[src/rtl/cfg_seq_pkg.sv]
// Shared types and constants for the configuration ROM sequencer.
// Holds the FSM state encoding, table header offsets and I2C R/W bit values.
package cfg_seq_pkg;

  typedef enum logic [3:0] {
    IDLE,
    RD_DEV,
    RD_CNT,
    RD_SUB,
    RD_DATA,
    REQ,
    WAIT_HI,
    WAIT_LO,
    VREQ,
    VWAIT_HI,
    VWAIT_LO,
    NEXT,
    DONE,
    ERR
  } seq_state_e;

  // Byte offsets inside a device table header
  localparam int DEV_OFS = 0;
  localparam int CNT_OFS = 1;

  localparam logic RW_WRITE = 1'b0;
  localparam logic RW_READ  = 1'b1;

endpackage

[src/rtl/cfg_rom_fetch.sv]
// Single-outstanding read port for a synchronous ROM with fixed latency.
// A req pulse launches the address; valid marks the one cycle q is usable.
module cfg_rom_fetch #(
  parameter int ADDR_W  = 8,
  parameter int LATENCY = 1
) (
  input  logic              clk,
  input  logic              reset,
  input  logic              req,
  input  logic [ADDR_W-1:0] addr,
  output logic [ADDR_W-1:0] rom_addr,
  input  logic [7:0]        rom_q,
  output logic              active,
  output logic              valid,
  output logic [7:0]        q
);

  localparam int CNT_W = $clog2(LATENCY + 1);

  logic [CNT_W-1:0] wait_cnt;

  always_ff @(posedge clk) begin
    if (reset) begin
      rom_addr <= '0;
      wait_cnt <= '0;
      active   <= 1'b0;
    end else if (req) begin
      rom_addr <= addr;
      wait_cnt <= CNT_W'(LATENCY);
      active   <= 1'b1;
    end else if (active) begin
      if (wait_cnt == '0) active <= 1'b0;
      else                wait_cnt <= wait_cnt - 1'b1;
    end
  end

  assign valid = active && (wait_cnt == '0);
  assign q     = rom_q;

endmodule

[src/rtl/cfg_sequencer.sv]
// Walks per-device register tables in ROM and issues one I2C write per pair,
// with NACK retry, busy-phase timeout, optional read-back verify and per-device flags.
module cfg_sequencer
  import cfg_seq_pkg::*;
#(
  parameter int NUM_DEVICES    = 2,
  parameter int ROM_ADDR_W     = 8,
  parameter int ROM_LATENCY    = 1,
  parameter int MAX_RETRY      = 3,
  parameter int TIMEOUT_CYCLES = 65535,
  parameter int VERIFY_EN      = 0
) (
  input  logic                           clk,
  input  logic                           reset,
  input  logic                           start,
  output logic [ROM_ADDR_W-1:0]          rom_addr,
  input  logic [7:0]                     rom_q,
  output logic [7:0]                     i2c_addr_w_rw,
  output logic [7:0]                     i2c_sub_addr,
  output logic [7:0]                     i2c_data_write,
  output logic                           i2c_req_trans,
  input  logic                           i2c_busy,
  input  logic                           i2c_nack,
  input  logic [7:0]                     i2c_rd_data,
  input  logic                           i2c_rd_valid,
  output logic                           busy,
  output logic                           done,
  output logic                           error,
  output logic [$clog2(NUM_DEVICES):0]   err_dev,
  output logic [ROM_ADDR_W-1:0]          err_addr,
  output logic [NUM_DEVICES-1:0]         inited_devices
);

  localparam int DEV_W   = $clog2(NUM_DEVICES) + 1;
  localparam int RETRY_W = (MAX_RETRY < 1) ? 1 : $clog2(MAX_RETRY + 1);
  localparam int TMO_W   = $clog2(TIMEOUT_CYCLES + 1);

  seq_state_e state_q, next_state;

  logic [ROM_ADDR_W-1:0]  dev_base_q, ptr_q, sub_ptr_q;
  logic [6:0]             dev_addr_q;
  logic [7:0]             sub_q, data_q, remaining_q, rd_byte_q;
  logic                   rd_got_q;
  logic [RETRY_W-1:0]     retry_q;
  logic [TMO_W-1:0]       tmo_q;
  logic [DEV_W-1:0]       dev_idx_q;
  logic [NUM_DEVICES-1:0] inited_q;
  logic [DEV_W-1:0]       err_dev_q;
  logic [ROM_ADDR_W-1:0]  err_addr_q;

  logic                  fetch_req, fetch_active, fetch_valid;
  logic [ROM_ADDR_W-1:0] fetch_addr;
  logic [7:0]            fetch_q;

  logic seq_start, retry_inc, retry_clr, dev_finish, err_latch, xfer_fail;
  logic tmo_expired, rd_match, verify_phase;

  cfg_rom_fetch #(
    .ADDR_W  (ROM_ADDR_W),
    .LATENCY (ROM_LATENCY)
  ) u_fetch (
    .clk      (clk),
    .reset    (reset),
    .req      (fetch_req),
    .addr     (fetch_addr),
    .rom_addr (rom_addr),
    .rom_q    (rom_q),
    .active   (fetch_active),
    .valid    (fetch_valid),
    .q        (fetch_q)
  );

  assign tmo_expired = (tmo_q >= TMO_W'(TIMEOUT_CYCLES - 1));
  // The strobe may coincide with the busy fall, so accept it directly too
  assign rd_match = (rd_got_q && (rd_byte_q == data_q)) ||
                    (i2c_rd_valid && (i2c_rd_data == data_q));

  always_comb begin
    next_state = state_q;
    fetch_req  = 1'b0;
    fetch_addr = ptr_q;
    seq_start  = 1'b0;
    retry_inc  = 1'b0;
    retry_clr  = 1'b0;
    dev_finish = 1'b0;
    err_latch  = 1'b0;
    xfer_fail  = 1'b0;
    unique case (state_q)
      IDLE, DONE, ERR: if (start) begin
        next_state = RD_DEV;
        seq_start  = 1'b1;
      end
      RD_DEV: begin
        fetch_addr = dev_base_q + ROM_ADDR_W'(DEV_OFS);
        if (fetch_valid)        next_state = RD_CNT;
        else if (!fetch_active) fetch_req  = 1'b1;
      end
      RD_CNT: begin
        fetch_addr = dev_base_q + ROM_ADDR_W'(CNT_OFS);
        if (fetch_valid)        next_state = (fetch_q == 8'd0) ? NEXT : RD_SUB;
        else if (!fetch_active) fetch_req  = 1'b1;
      end
      RD_SUB: begin
        if (fetch_valid)        next_state = RD_DATA;
        else if (!fetch_active) fetch_req  = 1'b1;
      end
      RD_DATA: begin
        if (fetch_valid)        next_state = REQ;
        else if (!fetch_active) fetch_req  = 1'b1;
      end
      REQ:  next_state = WAIT_HI;
      VREQ: next_state = VWAIT_HI;
      WAIT_HI, VWAIT_HI: begin
        if (i2c_busy)         next_state = (state_q == WAIT_HI) ? WAIT_LO : VWAIT_LO;
        else if (tmo_expired) begin
          next_state = ERR;
          err_latch  = 1'b1;
        end
      end
      WAIT_LO: begin
        if (!i2c_busy) begin
          if (i2c_nack) xfer_fail  = 1'b1;
          else          next_state = (VERIFY_EN != 0) ? VREQ : NEXT;
        end else if (tmo_expired) begin
          next_state = ERR;
          err_latch  = 1'b1;
        end
      end
      VWAIT_LO: begin
        if (!i2c_busy) begin
          if (i2c_nack || !rd_match) xfer_fail  = 1'b1;
          else                       next_state = NEXT;
        end else if (tmo_expired) begin
          next_state = ERR;
          err_latch  = 1'b1;
        end
      end
      NEXT: begin
        retry_clr = 1'b1;
        if (remaining_q != 8'd0) begin
          next_state = RD_SUB;
        end else begin
          dev_finish = 1'b1;
          next_state = ((dev_idx_q + 1'b1) == DEV_W'(NUM_DEVICES)) ? DONE : RD_DEV;
        end
      end
      default: next_state = IDLE;
    endcase
    // Write NACK and verify mismatch share one retry budget per register
    if (xfer_fail) begin
      if (retry_q < RETRY_W'(MAX_RETRY)) begin
        retry_inc  = 1'b1;
        next_state = REQ;
      end else begin
        next_state = ERR;
        err_latch  = 1'b1;
      end
    end
  end

  always_ff @(posedge clk) begin
    if (reset) begin
      state_q     <= IDLE;
      dev_base_q  <= '0;
      ptr_q       <= '0;
      sub_ptr_q   <= '0;
      dev_addr_q  <= '0;
      sub_q       <= '0;
      data_q      <= '0;
      remaining_q <= '0;
      rd_byte_q   <= '0;
      rd_got_q    <= 1'b0;
      retry_q     <= '0;
      tmo_q       <= '0;
      dev_idx_q   <= '0;
      inited_q    <= '0;
      err_dev_q   <= '0;
      err_addr_q  <= '0;
    end else begin
      state_q <= next_state;
      if (state_q != next_state) tmo_q <= '0;
      else if (tmo_q != '1)      tmo_q <= tmo_q + 1'b1;

      if (seq_start) begin
        dev_base_q <= '0;
        ptr_q      <= '0;
        dev_idx_q  <= '0;
        inited_q   <= '0;
        retry_q    <= '0;
        err_dev_q  <= '0;
        err_addr_q <= '0;
      end

      if (fetch_valid) begin
        unique case (state_q)
          RD_DEV: dev_addr_q <= fetch_q[7:1];
          RD_CNT: begin
            remaining_q <= fetch_q;
            ptr_q       <= dev_base_q + ROM_ADDR_W'(CNT_OFS + 1);
          end
          RD_SUB: begin
            sub_q     <= fetch_q;
            sub_ptr_q <= ptr_q;
            ptr_q     <= ptr_q + 1'b1;
          end
          RD_DATA: begin
            data_q      <= fetch_q;
            ptr_q       <= ptr_q + 1'b1;
            remaining_q <= remaining_q - 1'b1;
          end
          default: ;
        endcase
      end

      if (retry_clr)      retry_q <= '0;
      else if (retry_inc) retry_q <= retry_q + 1'b1;

      if (dev_finish) begin
        inited_q   <= inited_q | (NUM_DEVICES'(1) << dev_idx_q);
        dev_idx_q  <= dev_idx_q + 1'b1;
        dev_base_q <= ptr_q;
      end

      if (err_latch) begin
        err_dev_q  <= dev_idx_q;
        err_addr_q <= sub_ptr_q;
      end

      if (state_q == VREQ) begin
        rd_got_q <= 1'b0;
      end else if (i2c_rd_valid && (state_q == VWAIT_HI || state_q == VWAIT_LO)) begin
        rd_got_q  <= 1'b1;
        rd_byte_q <= i2c_rd_data;
      end
    end
  end

  assign verify_phase   = (state_q == VREQ) || (state_q == VWAIT_HI) || (state_q == VWAIT_LO);
  assign i2c_addr_w_rw  = {dev_addr_q, verify_phase ? RW_READ : RW_WRITE};
  assign i2c_sub_addr   = sub_q;
  assign i2c_data_write = data_q;
  assign i2c_req_trans  = (state_q == REQ) || (state_q == WAIT_HI) ||
                          (state_q == VREQ) || (state_q == VWAIT_HI);
  assign busy           = !((state_q == IDLE) || (state_q == DONE) || (state_q == ERR));
  assign done           = (state_q == DONE);
  assign error          = (state_q == ERR);
  assign err_dev        = err_dev_q;
  assign err_addr       = err_addr_q;
  assign inited_devices = inited_q;

endmodule

[config.mk]
export PLATFORM = sky130hd
export DESIGN_NAME = cfg_sequencer
export DESIGN_NICKNAME = d
export VERILOG_FILES = /design/src/rtl/cfg_seq_pkg.sv /design/src/rtl/cfg_rom_fetch.sv /design/src/rtl/cfg_sequencer.sv
export SDC_FILE = /design/constraint.sdc
export NUM_CORES = 1
export LEC_CHECK = 0
export BUFFER_PORTS_ARGS = -buffer_cell sky130_fd_sc_hd__buf_2
export CORE_AREA = 2 2 108 110
export DETAILED_ROUTE_END_ITERATION = 10
export DIE_AREA = 0 0 110 112
export PLACE_DENSITY = 0.75
export SYNTH_ARGS = -nofsm -noshare
export SYNTH_HDL_FRONTEND = slang
export SYNTH_SLANG_ARGS = --single-unit
export TNS_END_PERCENT = 100
[constraint.sdc]
create_clock -name clk -period 2 [get_ports clk]
set_input_delay 0.2 -clock clk [delete_from_list [all_inputs] [get_ports clk]]
set_output_delay 0.2 -clock clk [all_outputs]
set_load 0.01 [all_outputs]
# ---- After elaboration in Yosys (flattened, before gate mapping)
# Cells that the tools add are included.
dict set report word_totals {
  in_bits 22
  wordCells 147
  register_bits 110
  output_inout_bits 48
}
dict set report classes {
  bitwise_logic 3
  mux 59
  magnitude_cmp 2
  n_reduce_logical 37
  shift 1
  addsub 8
  eq_ne 18
}
# cell n
set ops {}
lappend ops {{$mux W4} 17}
lappend ops {{$pmux W8 S2} 3}
lappend ops {{$pmux W4 S11} 1}
lappend ops {{$mux W8} 5}
lappend ops {{$mux W1} 26}
lappend ops {{$eq A4 B4 Y1 const B} 6}
lappend ops {{$add A16 B1 Y16 const B} 1}
lappend ops {{$add A8 B1 Y8 const B} 2}
lappend ops {{$eq A4 B3 Y1 const B} 4}
lappend ops {{$eq A8 B8 Y1} 2}
lappend ops {{$ge A16 B16 Y1 const B} 1}
lappend ops {{$ne A16 B16 Y1 const B} 1}
lappend ops {{$reduce_or A2 Y1} 6}
lappend ops {{$logic_or A1 B1 Y1} 10}
lappend ops {{$mux W2} 5}
lappend ops {{$reduce_and A2 Y1} 5}
lappend ops {{$reduce_bool A2 Y1} 5}
lappend ops {{$add A8 B2 Y8 const B} 1}
lappend ops {{$eq A4 B2 Y1 const B} 2}
lappend ops {{$logic_not A8 Y1} 1}
lappend ops {{$reduce_bool A8 Y1} 1}
lappend ops {{$sub A8 B1 Y8 const B} 1}
lappend ops {{$add A2 B1 Y2 const B} 2}
lappend ops {{$eq A4 B1 Y1 const B} 1}
lappend ops {{other kinds (13)} 19}

# ---- Logic depth before layout (Yosys ltp)
dict set report logic_depth {
  word_depth 11
  ltp_mapped 11
  ltp_nobuf 9
}

# ---- Hierarchy
# A second synthesis with hierarchy kept.
dict set report unflattened {
  cells_unflattened 753
  hier_area_um2 5860.6
}
# module seq_area_each_um2 cells_each area_per_inst_um2 instances
set modules_own_cells {}
lappend modules_own_cells {cfg_sequencer 2001.9 711 5444.0 1}
lappend modules_own_cells {cfg_rom_fetch 200.2 42 416.6 1}

# ---- Worst setup path after synthesis
# Ideal clock, no wire load.
dict set report synth_timing {
  kind {register to register}
  startpoint {reg remaining_q[0]}
  endpoint {reg tmo_q[11]}
  path_buffers 2
  required_ps 1927
  synth_period_minus_slack_ps 2152
  setup_slack_ps -152
  stages_incl_launch_ff 12
  setup_time_ps 73
  arrival_ps 2079
  path_cell_list {dfxtp_1 > inv_1 > ha_1 > nor3b_2 > and4_1 > buf_2 > a21oi_1 > and3_1 > a31oi_2 > o2111ai_4 > buf_6 > nor3_2}
}
dict set report synth_via {
  elab_chain_len 6
}
# item line
set synth_rtl {}
lappend synth_rtl {{from (decl)} cfg_sequencer.sv:42} ;# logic [7:0] sub_q, data_q, remaining_q, rd_byte_q;
lappend synth_rtl {{from (signal assigned)} cfg_sequencer.sv:198} ;# remaining_q <= fetch_q;
lappend synth_rtl {{from (signal assigned)} cfg_sequencer.sv:209} ;# remaining_q <= remaining_q - 1'b1;
lappend synth_rtl {{$reduce_bool A8 Y1} cfg_sequencer.sv:140} ;# if (remaining_q != 8'd0) begin
lappend synth_rtl {{$mux W4} cfg_sequencer.sv:140}
lappend synth_rtl {{$pmux W4 S11} cfg_sequencer.sv:88} ;# unique case (state_q)
lappend synth_rtl {{$mux W4} cfg_sequencer.sv:150} ;# if (xfer_fail) begin
lappend synth_rtl {{$ne A4 B4 Y1} cfg_sequencer.sv:181} ;# if (state_q != next_state) tmo_q <= '0;
lappend synth_rtl {{$reduce_or A2 Y1 (no source line)} --}
lappend synth_rtl {{to (signal assigned)} cfg_sequencer.sv:182} ;# else if (tmo_q != '1) tmo_q <= tmo_q + 1'b1;
lappend synth_rtl {{to (decl)} cfg_sequencer.sv:45} ;# logic [TMO_W-1:0] tmo_q;
# Every way passes these cells.
# A chain may end at the register's enable or synchronous reset.

# ---- Worst setup path after layout
dict set report layout_timing {
  startpoint {reg state_q[2]}
  endpoint {reg tmo_q[10]}
}
dict set report layout_via {
  elab_chain_len 7
  word_cells_on_any_way 33
  cone_classes {eq/ne: 14; mux: 15; reduce/logical: 4}
}
# item line
set layout_rtl {}
lappend layout_rtl {{from (decl)} cfg_sequencer.sv:38} ;# seq_state_e state_q, next_state;
lappend layout_rtl {{from (signal assigned)} cfg_sequencer.sv:180} ;# state_q <= next_state;
lappend layout_rtl {{$eq A4 B3 Y1} {cfg_sequencer.sv:88, cfg_sequencer.sv:114}}
lappend layout_rtl {{$mux W4 (2 in a row)} cfg_sequencer.sv:114} ;# if (i2c_busy) next_state = (state_q == WAIT_HI) ? WAIT_LO : VWAIT_LO;
lappend layout_rtl {{$pmux W4 S11} cfg_sequencer.sv:88}
lappend layout_rtl {{$mux W4} cfg_sequencer.sv:150}
lappend layout_rtl {{$ne A4 B4 Y1 *} cfg_sequencer.sv:181}
lappend layout_rtl {{$reduce_or A2 Y1 (no source line) *} --}
# Every way passes the cells marked *; elsewhere a longest branch is shown, timed or not.

==> impl_metrics.csv <==
group,metric,value,unit
floorplan,die_h,112,um
sta,fin_crit,2.23,ns
setup_path,required,2.28,ns
placed_design,pre_cts_ws,-0.318,ns
sta,fmax,449,MHz
clock_tree,clock_sinks,110,
sta,tightest_slew,0.477,ns
setup_path,critPathLaunchType,"flip-flop",
clock_tree,htree_levels,3,
sta,setup_viol,29,
setup_path,crit_start,"state_q[2]",
synthesis,synthDistinctLibCells,74,
synthesis,syn_inst,703,
synthesis,ys_dominant_reg_cell,"dfxtp_1",
synthesis,synth_fa_ha_area_frac,0.0217,
synthesis,synthesis.nets,735,
synthesis,async_flop_share,0,
synthesis,ys_ff_latch,110,
sta,final_hold_viol_count,0,
drt,drt-pass1-iter-count,6,
synthesis,synth_xor_area_frac,0.0663,
sta,fin_ws,-0.229,ns
sta,grt_setup_unrepaired,"yes",
placed_design,placed_area,7220,um2
final_layout,stdcell_count,1048,
final_layout,diodes,0,
min_path,min_from,"i2c_rd_data[3]",
global_routing,grt_max_degree,95,
placed_design,post-dp-hpwl,12300,um
clock_tree,path_clk_slew,0.07,ns
clock_tree,insertion_delay,0.36,ns
synthesis,yosys.area.top_type,"dfxtp_1",
sta,period_share,1.11,
drt,antenna_left,0,
floorplan,std_cell_rows,39,
final_layout,fin_area,8180,um2
drt,wl_per_cell,17.2,um
synthesis,ys_seq_area_frac,0.381,
final_layout,drive_above_1_share,0.387,
sta,finClkSkew,0.0106,ns
run_status,violations,"negative setup slack",
power_and_ir_drop,p_leak,3.30,nW
power_and_ir_drop,powerDensity,574,nW/um2
floorplan,boundaryPins,70,
floorplan,core-area,11200,um2
clock_tree,clockBufferDepth,2,
min_path,min_path_type,"primary input to flip-flop",
final_layout,final_cell_mix,"139 x buf_4, 99 x dfxtp_1, 90 x nand2_1, 69 x buf_2, 66 x nor2_1",
clock_tree,root_buffer,"clkbuf_16",
setup_path,worst-path-max-fanout,9,
synthesis,synth_compound_area_frac,0.198,
drt,routed_wl,18000,um
sta,whs,0.120,ns
placed_design,routabilityCongestion,0.934,
power_and_ir_drop,vdd_ir_drop_max,610,uV
drt,drtIter0Drc,476,
run_status,status,"finished, violations left",
drt,vias,6096,
synthesis,synth_edf_count,0,
synthesis,synthTopCellsByArea,"dfxtp_1 38%, a21oi_1 6.7%, nand2_1 5.9%",
sta,final_max_slew_viol_count,0,
synthesis,syn-cell-area,5780,um2
clock_tree,cts_tree,"yes",
global_routing,antenna_found_initial,0,
setup_path,r2r-start,"state_q[2]",
power_and_ir_drop,power,4.70,mW
synthesis,synth_top_area_frac,0.381,
global_routing,grt_pass1_wl,28600,um
setup_path,worstSetupEndpointType,"flip-flop",
placed_design,numPortBuffers,69,
synthesis,muxShareOfSynthArea,0.0193,
synthesis,synthSimpleGateAreaFrac,0.268,
placed_design,dp_cells,1010,
flow_run,max_cap_viol_count,0,
floorplan,die_w,110,um
final_layout,fin_nets,932,
global_routing,grt-ovfl-total,0,
synthesis,syn_area_per_cell,8.22,um2
setup_path,critPathArrivalTime,2.51,ns
synthesis,synth_top_family_by_area,"simple AND/OR/NAND/NOR gates",
floorplan,dieArea,12300,um2
final_layout,final_common_cell,"buf_4",
drt,vias_per_cell,5.82,
clock_tree,cts_buffers,9,
final_layout,syn_to_final_growth,41.7,%
synthesis,yosysWarnings,0,
global_routing,grt_usage,0.292,
floorplan,start_util,0.517,
global_routing,grt_pass1_vias,5819,
setup_path,path_class,"flip-flop to flip-flop",
sta,slew_headroom,0.682,
drt,drc,0,
flip-flops by register name, summed over array words and instances, names as in the netlist, 8 cells and up:
| name | flops |
|---|---|
| i2c_sub_addr | 8 |
| ptr_q | 8 |
| err_addr | 8 |
| sub_ptr_q | 8 |
| u_fetch.rom_addr | 8 |
| tmo_q | 16 |
| rd_byte_q | 8 |
| remaining_q | 8 |
| i2c_data_write | 8 |
| dev_base_q | 8 |
cells in the mapped netlist, types with 2 or more instances:
cell type  number
dfxtp_1       110
nand2_1        91
a21oi_1        77
nor2_1         68
nand3_1        37
xnor2_1        28
clkbuf_1       23
a22oi_1        18
o21ai_0        18
nand2b_1       17
nor3_1         16
inv_1          12
nor3_2         12
xor2_1         12
a211oi_1       10
buf_2          10
ha_1           10
mux2i_1        10
and3_1          9
nand4_1         8
nor2b_1         8
nor3b_1         8
a311oi_1        6
o22ai_1         6
buf_4           4
buf_6           4
nor4_1          4
o211ai_1        4
a221oi_1        3
a31oi_1         3
and2_1          3
and4_1          3
nor4_2          3
a21o_1          2
a21oi_2         2
a32oi_1         2
a41oi_1         2
nand3b_1        2
o31ai_1         2
xnor2_2         2
worst paths after layout:
| check | endpoint | depth (start not counted) | slack, ns |
|---|---|---|---|
| max | tmo_q[10] | 10 | -0.23 |
| min | rd_byte_q[3] | 3 | 0.12 |
| max reg2reg | tmo_q[10] | 10 | -0.23 |
| min reg2reg | i2c_sub_addr[0] | 2 | 0.45 |
report_power, final:
group | switching (mW) | total, mW | internal (mW)
clock | 0.913 | 1.80 | 0.890
sequential | 0.0293 | 2.25 | 2.22
combinational | 0.366 | 0.646 | 0.281
critical path, stage by stage (launching register included):
cell       delay, ns
dfxtp_4         0.38
buf_6           0.13
buf_4           0.17
xnor2_2         0.16
nor4_2          0.36
nor2_1          0.09
nand4b_1        0.18
xnor2_2         0.17
buf_4           0.18
o2111ai_4       0.17
nor3b_2         0.19
timing repair:
| action | CTS | global route |
|---|---|---|
| resized for setup | 41 | 58 |
| buffers inserted | 9 | 9 |
| pin swaps | 16 | 25 |
| gates cloned | 3 | 1 |
| endpoints found under the hold margin | 0 | 0 |
| hold buffers | 0 | 0 |
| setup endpoints to repair | 45 | 47 |
cell families after synthesis:
kind of cell | after synthesis
simple gates | 302
fa+ha+maj | 10
compound gates | 174
mux | 11
buf+inv | 54
xor+xnor | 42
flops | 110
routing by layer:
metal	vias to the layer above	part of all wire	global-route usage
li1	2915	-	-
met5	-	0	0
met4	0	0.020	0.0624
met3	44	0.062	0.0603
met1	2905	0.42	0.378
met2	232	0.50	0.497
stage by stage:
step / utilization / TNS (ns)
2_1_floorplan: - / -0.173
3_3_place_gp: 0.646 / -4.80
3_5_place_dp: 0.646 / -5.47
4_1_cts: 0.700 / -3.31
5_1_grt: 0.732 / -7.30
6_report: 0.732 / -4.55
cell type report:
| class | instances | area [um2] |
|---|---|---|
| inverters | 13 | 53.8 |
| repair buffers | 225 | 1650 |
| fillers | 815 | 2990 |
| well taps | 143 | 179 |
| clock buffers | 9 | 225 |
| multi-input cells | 541 | 3770 |
| clock inverters | 7 | 77.6 |
| flip-flops and latches | 110 | 2230 |
(Power assumes the default switching activity.)
